===== src/rtl/rs_lock_mon_pkg.sv =====
// Shared constants for the RS-FEC codeword lock monitor: FSM encodings,
// default lock/unlock thresholds and datapath widths.
package rs_lock_mon_pkg;

    typedef enum logic [1:0] {
        ST_HUNT      = 2'd0,
        ST_SLIP_WAIT = 2'd1,
        ST_LOCKED    = 2'd2
    } lock_state_e;

    localparam int unsigned CW_BEATS_DEF   = 24;
    localparam int unsigned LOCK_CNT_DEF   = 4;
    localparam int unsigned UNLOCK_CNT_DEF = 3;
    localparam int unsigned SLIP_BLANK_DEF = 2;

    localparam int unsigned DATA_W    = 64;
    localparam int unsigned BEAT_W    = 5;
    localparam int unsigned CW_CNT_W  = 32;
    localparam int unsigned ERR_CNT_W = 16;

endpackage


===== src/rtl/rs_lock_mon_sat_cnt.sv =====
// Saturating statistics counter; a clear wins over a same-cycle increment.
module rs_sat_cnt #(
    parameter int unsigned W = 16
) (
    input  logic         clk_i,
    input  logic         rstn_i,
    input  logic         clr_i,
    input  logic         inc_i,
    output logic [W-1:0] cnt_o
);

    logic [W-1:0] cnt_q;

    always_ff @(posedge clk_i) begin
        if (!rstn_i) begin
            cnt_q <= '0;
        end else if (clr_i) begin
            cnt_q <= '0;
        end else if (inc_i && (cnt_q != '1)) begin
            cnt_q <= cnt_q + W'(1);
        end
    end

    assign cnt_o = cnt_q;

endmodule


===== src/rtl/rs_lock_mon.sv =====
// Codeword lock monitor behind the RS-FEC decoder: delineates decoder bursts,
// attributes failures per codeword, runs the lock FSM and keeps statistics.
module rs_lock_mon
    import rs_lock_mon_pkg::*;
#(
    parameter int unsigned CW_BEATS   = CW_BEATS_DEF,
    parameter int unsigned LOCK_CNT   = LOCK_CNT_DEF,
    parameter int unsigned UNLOCK_CNT = UNLOCK_CNT_DEF,
    parameter int unsigned SLIP_BLANK = SLIP_BLANK_DEF
) (
    input  logic                 clk,
    input  logic                 rstn,
    input  logic                 rsfec_ena,
    input  logic                 dec_data_vld,
    input  logic [DATA_W-1:0]    dec_data,
    input  logic                 dec_isos,
    input  logic                 rde_error,
    input  logic                 stat_clr,
    output logic                 mon_data_vld,
    output logic [DATA_W-1:0]    mon_data,
    output logic                 mon_isos,
    output logic                 rs_lock,
    output logic                 rs_slip,
    output logic [CW_CNT_W-1:0]  cw_cnt,
    output logic [ERR_CNT_W-1:0] fail_cnt,
    output logic [ERR_CNT_W-1:0] len_err_cnt
);

    localparam int unsigned CNT_W = $clog2(LOCK_CNT + UNLOCK_CNT + SLIP_BLANK + 1);

    logic              vld_1t_q;
    logic [BEAT_W-1:0] beat_cnt_q, beat_cnt_d;
    logic              fail_sticky_q, fail_sticky_d;
    lock_state_e       state_q;
    logic [CNT_W-1:0]  good_cnt_q, bad_cnt_q, blank_cnt_q;
    logic [CNT_W-1:0]  good_inc, bad_inc, blank_inc;
    logic              rs_lock_q, rs_slip_q;
    logic              mon_vld_q, mon_isos_q;
    logic [DATA_W-1:0] mon_data_q;

    logic cw_end, len_fail, cw_fail;

    assign cw_end    = vld_1t_q & ~dec_data_vld;
    assign len_fail  = (beat_cnt_q != BEAT_W'(CW_BEATS));
    assign cw_fail   = fail_sticky_q | rde_error | len_fail;
    assign good_inc  = good_cnt_q + CNT_W'(1);
    assign bad_inc   = bad_cnt_q + CNT_W'(1);
    assign blank_inc = blank_cnt_q + CNT_W'(1);

    // Burst length and failure attribution for the codeword in flight
    always_comb begin
        beat_cnt_d = beat_cnt_q;
        if (cw_end) begin
            beat_cnt_d = dec_data_vld ? BEAT_W'(1) : '0;
        end else if (dec_data_vld && (beat_cnt_q != '1)) begin
            beat_cnt_d = beat_cnt_q + BEAT_W'(1);
        end

        fail_sticky_d = fail_sticky_q;
        if (!rsfec_ena || cw_end) begin
            fail_sticky_d = 1'b0;
        end else if (rde_error) begin
            fail_sticky_d = 1'b1;
        end
    end

    always_ff @(posedge clk) begin
        if (!rstn) begin
            vld_1t_q      <= 1'b0;
            beat_cnt_q    <= '0;
            fail_sticky_q <= 1'b0;
            mon_vld_q     <= 1'b0;
            mon_isos_q    <= 1'b0;
            mon_data_q    <= '0;
        end else begin
            vld_1t_q      <= dec_data_vld;
            beat_cnt_q    <= beat_cnt_d;
            fail_sticky_q <= fail_sticky_d;
            mon_vld_q     <= dec_data_vld;
            mon_isos_q    <= dec_isos;
            if (dec_data_vld) begin
                mon_data_q <= dec_data;
            end
        end
    end

    // Lock FSM; only codeword boundaries move it, disable parks it in HUNT
    always_ff @(posedge clk) begin
        if (!rstn || !rsfec_ena) begin
            state_q     <= ST_HUNT;
            good_cnt_q  <= '0;
            bad_cnt_q   <= '0;
            blank_cnt_q <= '0;
            rs_lock_q   <= 1'b0;
            rs_slip_q   <= 1'b0;
        end else begin
            rs_slip_q <= 1'b0;
            if (cw_end) begin
                case (state_q)
                    ST_HUNT: begin
                        if (cw_fail) begin
                            rs_slip_q   <= 1'b1;
                            good_cnt_q  <= '0;
                            blank_cnt_q <= '0;
                            state_q     <= ST_SLIP_WAIT;
                        end else begin
                            good_cnt_q <= good_inc;
                            if (good_inc == CNT_W'(LOCK_CNT)) begin
                                bad_cnt_q <= '0;
                                rs_lock_q <= 1'b1;
                                state_q   <= ST_LOCKED;
                            end
                        end
                    end
                    ST_SLIP_WAIT: begin
                        blank_cnt_q <= blank_inc;
                        if (blank_inc == CNT_W'(SLIP_BLANK)) begin
                            good_cnt_q <= '0;
                            state_q    <= ST_HUNT;
                        end
                    end
                    ST_LOCKED: begin
                        if (cw_fail) begin
                            bad_cnt_q <= bad_inc;
                            if (bad_inc == CNT_W'(UNLOCK_CNT)) begin
                                good_cnt_q <= '0;
                                rs_lock_q  <= 1'b0;
                                state_q    <= ST_HUNT;
                            end
                        end else begin
                            bad_cnt_q <= '0;
                        end
                    end
                    default: begin
                        rs_lock_q <= 1'b0;
                        state_q   <= ST_HUNT;
                    end
                endcase
            end
        end
    end

    rs_sat_cnt #(.W(CW_CNT_W)) u_cw_cnt (
        .clk_i  (clk),
        .rstn_i (rstn),
        .clr_i  (stat_clr),
        .inc_i  (cw_end & rsfec_ena),
        .cnt_o  (cw_cnt)
    );

    rs_sat_cnt #(.W(ERR_CNT_W)) u_fail_cnt (
        .clk_i  (clk),
        .rstn_i (rstn),
        .clr_i  (stat_clr),
        .inc_i  (cw_end & rsfec_ena & cw_fail),
        .cnt_o  (fail_cnt)
    );

    rs_sat_cnt #(.W(ERR_CNT_W)) u_len_err_cnt (
        .clk_i  (clk),
        .rstn_i (rstn),
        .clr_i  (stat_clr),
        .inc_i  (cw_end & rsfec_ena & len_fail),
        .cnt_o  (len_err_cnt)
    );

    assign mon_data_vld = mon_vld_q;
    assign mon_data     = mon_data_q;
    assign mon_isos     = mon_isos_q;
    assign rs_lock      = rs_lock_q;
    assign rs_slip      = rs_slip_q;

endmodule


===== config.mk =====
export PLATFORM = sky130hd
export DESIGN_NAME = rs_lock_mon
export DESIGN_NICKNAME = d
export VERILOG_FILES = /design/src/rtl/rs_lock_mon_pkg.sv /design/src/rtl/rs_lock_mon_sat_cnt.sv /design/src/rtl/rs_lock_mon.sv
export SDC_FILE = /design/constraint.sdc
export NUM_CORES = 1
export LEC_CHECK = 0
export BUFFER_PORTS_ARGS = -buffer_cell sky130_fd_sc_hd__buf_2
export CORE_MARGIN = 3
export CORE_UTILIZATION = 47
export DETAILED_ROUTE_END_ITERATION = 10
export GPL_ROUTABILITY_DRIVEN = 0
export PLACE_DENSITY_LB_ADDON = 0.25
export SLEW_MARGIN = 20
export SYNTH_ARGS = -nofsm -noshare
export SYNTH_HDL_FRONTEND = slang
export SYNTH_SLANG_ARGS = --single-unit

===== constraint.sdc =====
create_clock -name clk -period 2.2 [get_ports clk]
set_clock_uncertainty 0.1 [all_clocks]
set_input_delay 0.44 -clock clk [delete_from_list [all_inputs] [get_ports clk]]
set_output_delay 0.44 -clock clk [all_outputs]
set_load 0.01 [all_outputs]

==> run metrics <==
Crit path required time roughly 2500 ps; Via density 5.37; Relative slew margins between 20% and 30%; Avg Cell Area, Syn 9.12 µm²; clock-pin transition on the worst setup and hold timing paths 60 ps; R2R setup slack between 60 and 70 ps; core area 14600 µm²; outcome finished clean; measured slew at the worst slew-check pin 1070 ps; Top delay family on crit path simple AND/OR/NAND/NOR gates; Slowest-stage cell, CP or4b_4; Initial DRT Pass Iterations 5; Sequential Power Share between 40% and 50%; CP endpoint kind flip-flop; GRT Util Overall a little over a fifth; worst path cell trace inv_2 > ha_2 > and4b_2 > or4b_4 > a21o_1 > or3_1 > a21oi_1; Buf/Inv on CP 1; Starting Density between 40% and 50%; Initial DRC Count 323; Slew Limit Fails 0; combinational share of power about 7.6%; final hold vios 0; startpoint class of the critical path flip-flop; hold path start dec_isos; Finished Layout Cells roughly 1200; # rows 44; period utilization approximately 97%; Filler cells between 1000 and 1500; nets roughly 1100; total length of routed wires around 17 mm; Setup CP Type flip-flop to flip-flop; CTS tree yes; vias between 6000 and 7000; Peak supply drop ~0.59 mV; clock power share a little under half; fmax 0.468 GHz; CP peak stage delay ~510 ps; DRC 0; fin crit period ~2100 ps; Yosys Warn Count 0; setup TNS 0 ps; Yosys cell types 63; number of flops mapped to enable cells by yosys 0; clock sink total about 150; drt wl/cell 14.6 µm; Clock Path Buffers 2; Psw 1.42 mW; Routed Antenna Nets 0; ys flop type dfxtp_1; worst reg2reg path depth 7; first-pass GRT wire length ~28 mm; worst-skew pair later-pin latency approximately 420 ps; I/O pin cnt around 200; post-route cell area a little over 9000 µm²; Cell Area, Placed 8520 µm²; PD cells roughly 670 nW/µm²; Cell Int Power ~4.7 mW; layout cell share with drive strength beyond 1 31.4%; Die Ht 128 µm; initial antenna violation count 0; Min-Delay Endpoint mon_isos$_SDFF_PN0_; syn nets about 860; Reg-to-Reg End u_len_err_cnt.cnt_o[9]$_SDFFE_PP0P_; Critical R2R Launch beat_cnt_q[0]$_SDFFE_PN0P_; largest net degree at the start of global routing 72; RSZ-0062 raised after global routing false; Sw Share between 20% and 30%; register bit count reported by yosys between 150 and 200; multi-input logic area 3780 µm²; Setup-failing EPs final 0; Mapped Area between 7000 and 8000 µm²; hpwl dp 12.8 mm; Seq/Total Area, Yosys 43.2%; Post-synth ARST share 0%; vias in the first global route between 5000 and 6000; Die Width approximately 130 µm; total power approximately 6.1 mW; gr ovfl total 0; Leakage around 4 nW; max-cap violations 0; Cells on Worst Hold Path 2; Root Driver clkbuf_16; placed cell count 1168; TritonCTS Buffers 17; register area 3050 µm²; Worst Path Max Fanout 6; htree depth 4; Worst Path Arrival approximately 2400 ps; Mapped Cells just under 800; n_diodes 0; Hold Path Class input pin to flip-flop; PortBufs approximately 200; DIE AREA 16500 µm²; Area growth, synth to finish 29.4%
-- power groups by stage --
| stage | sequential, mW | clock [mW] | combinational, mW |
|---|---|---|---|
| floorplan | 2.96 | 0 | 0.229 |
| global placement | 2.93 | 0 | 0.458 |
| detailed placement | 2.93 | 0 | 0.468 |
| CTS | 2.87 | 2.82 | 0.467 |
| global route | 2.88 | 2.92 | 0.510 |
| finish | 2.87 | 2.75 | 0.464 |
-- worst max path at each step --
stage | start | endpoint | cells past startpoint
3_3_place_gp | dec_data_vld | u_len_err_cnt.cnt_o[15]$_SDFFE_PP0P_ | 6
2_1_floorplan | beat_cnt_q[0]$_SDFFE_PN0P_ | u_len_err_cnt.cnt_o[6]$_SDFFE_PP0P_ | 8
5_1_grt | beat_cnt_q[0]$_SDFFE_PN0P_ | good_cnt_q[3]$_SDFFE_PP0P_ | 8
4_1_cts | beat_cnt_q[0]$_SDFFE_PN0P_ | good_cnt_q[3]$_SDFFE_PP0P_ | 8
3_5_place_dp | dec_data_vld | u_len_err_cnt.cnt_o[15]$_SDFFE_PP0P_ | 6
6_report | beat_cnt_q[0]$_SDFFE_PN0P_ | u_len_err_cnt.cnt_o[9]$_SDFFE_PP0P_ | 7
-- cell type report --
cell class	count	share of cell area, %
tap	184	2.52
multi-input combinational	560	41.5
clock inverter	12	1.12
clock buffer	20	5.01
sequential	152	33.4
timing repair buffer	257	15.8
inverter	16	0.659
-- cells by family (layout without fill, tap and decap cells) --
family	count (synthesis)	count (layout)	share of synthesized area [%]
xor gates and xnor gates	23	23	2.86
AOI/OAI and AO/OA	124	124	11.0
and+or+nand+nor	323	323	25.9
adders and majority gates	15	15	2.66
muxes	75	75	10.7
buffers and inverters	61	305	3.73
DFF	152	152	43.2
-- metal layers --
| metal | vias up | global-route usage [%] | wire [µm] |
|---|---|---|---|
| met5 | - | 0 | 0 |
| met4 | 0 | 7.99 | 336 |
| met3 | 26 | 7.22 | 1650 |
| met2 | 228 | 32.2 | 7810 |
| met1 | 2960 | 27.0 | 7690 |
| li1 | 3239 | - | - |
-- state kept, by name (all words and copies together), names as in the netlist --
signal and flops:
mon_data 64, u_cw_cnt.cnt_o 32, u_fail_cnt.cnt_o 16, u_len_err_cnt.cnt_o 16, beat_cnt_q 5, bad_cnt_q 4, blank_cnt_q 4, good_cnt_q 4
state_q 2, fail_sticky_q 1, mon_data_vld 1, mon_isos 1, rs_lock 1, rs_slip 1
-- through the flow --
step,setup slack (ps),hold WS (ps),utilization [%]
6_report,63.9,129,62.5
4_1_cts,11.7,114,62.2
3_5_place_dp,-2.32,378,58.4
3_3_place_gp,4.91,365,58.4
2_1_floorplan,1.93,351,-
5_1_grt,2.17,114,62.5
-- what timing repair did --
action	4_1_cts	5_1_grt
resized for setup	0	9
setup buffers	0	1
endpoints found under the setup margin	0	15
hold buffers	0	0
-- cells in the final DEF (no fill, tap or decap), types with 17 or more instances in the layout --
master | Yosys | final
a21oi_1 | 42 | 42
buf_2 | 4 | 201
buf_4 | 0 | 55
clkbuf_16 | 0 | 17
dfxtp_1 | 152 | 149
mux2i_1 | 72 | 72
nand2_1 | 46 | 46
nand3_1 | 27 | 27
nand4_1 | 22 | 22
nor2_1 | 49 | 49
nor2b_1 | 70 | 70
o21ai_0 | 30 | 30
or3_1 | 28 | 28
xnor2_1 | 20 | 20
-- synth_stat cells (4+ instances only) --
master | n | area share [%]
nor2b_1 | 70 | 6.2
nand4_1 | 22 | 2.0
xnor2_1 | 20 | 2.5
nand3_1 | 27 | 1.9
nor3_1 | 15 | 1.1
a31oi_1 | 6 | 0.53
and2_1 | 7 | 0.62
buf_2 | 4 | 0.28
and4_1 | 11 | 1.4
nand2_1 | 46 | 2.4
or3_1 | 28 | 2.5
and3_1 | 4 | 0.35
nor4_1 | 8 | 0.71
mux2i_1 | 72 | 10
dfxtp_1 | 152 | 43
inv_1 | 16 | 0.85
o211ai_1 | 5 | 0.53
buf_1 | 4 | 0.21
ha_1 | 15 | 2.7
a211oi_1 | 8 | 0.85
o21ai_0 | 30 | 2.1
nand2b_1 | 7 | 0.62
nor3b_1 | 4 | 0.43
nor2_1 | 49 | 2.6
clkbuf_1 | 33 | 1.8
a21oi_1 | 42 | 3.0
o31ai_1 | 6 | 0.64
or4_1 | 10 | 1.1
Note: power is estimated with default switching activity, not from simulation.
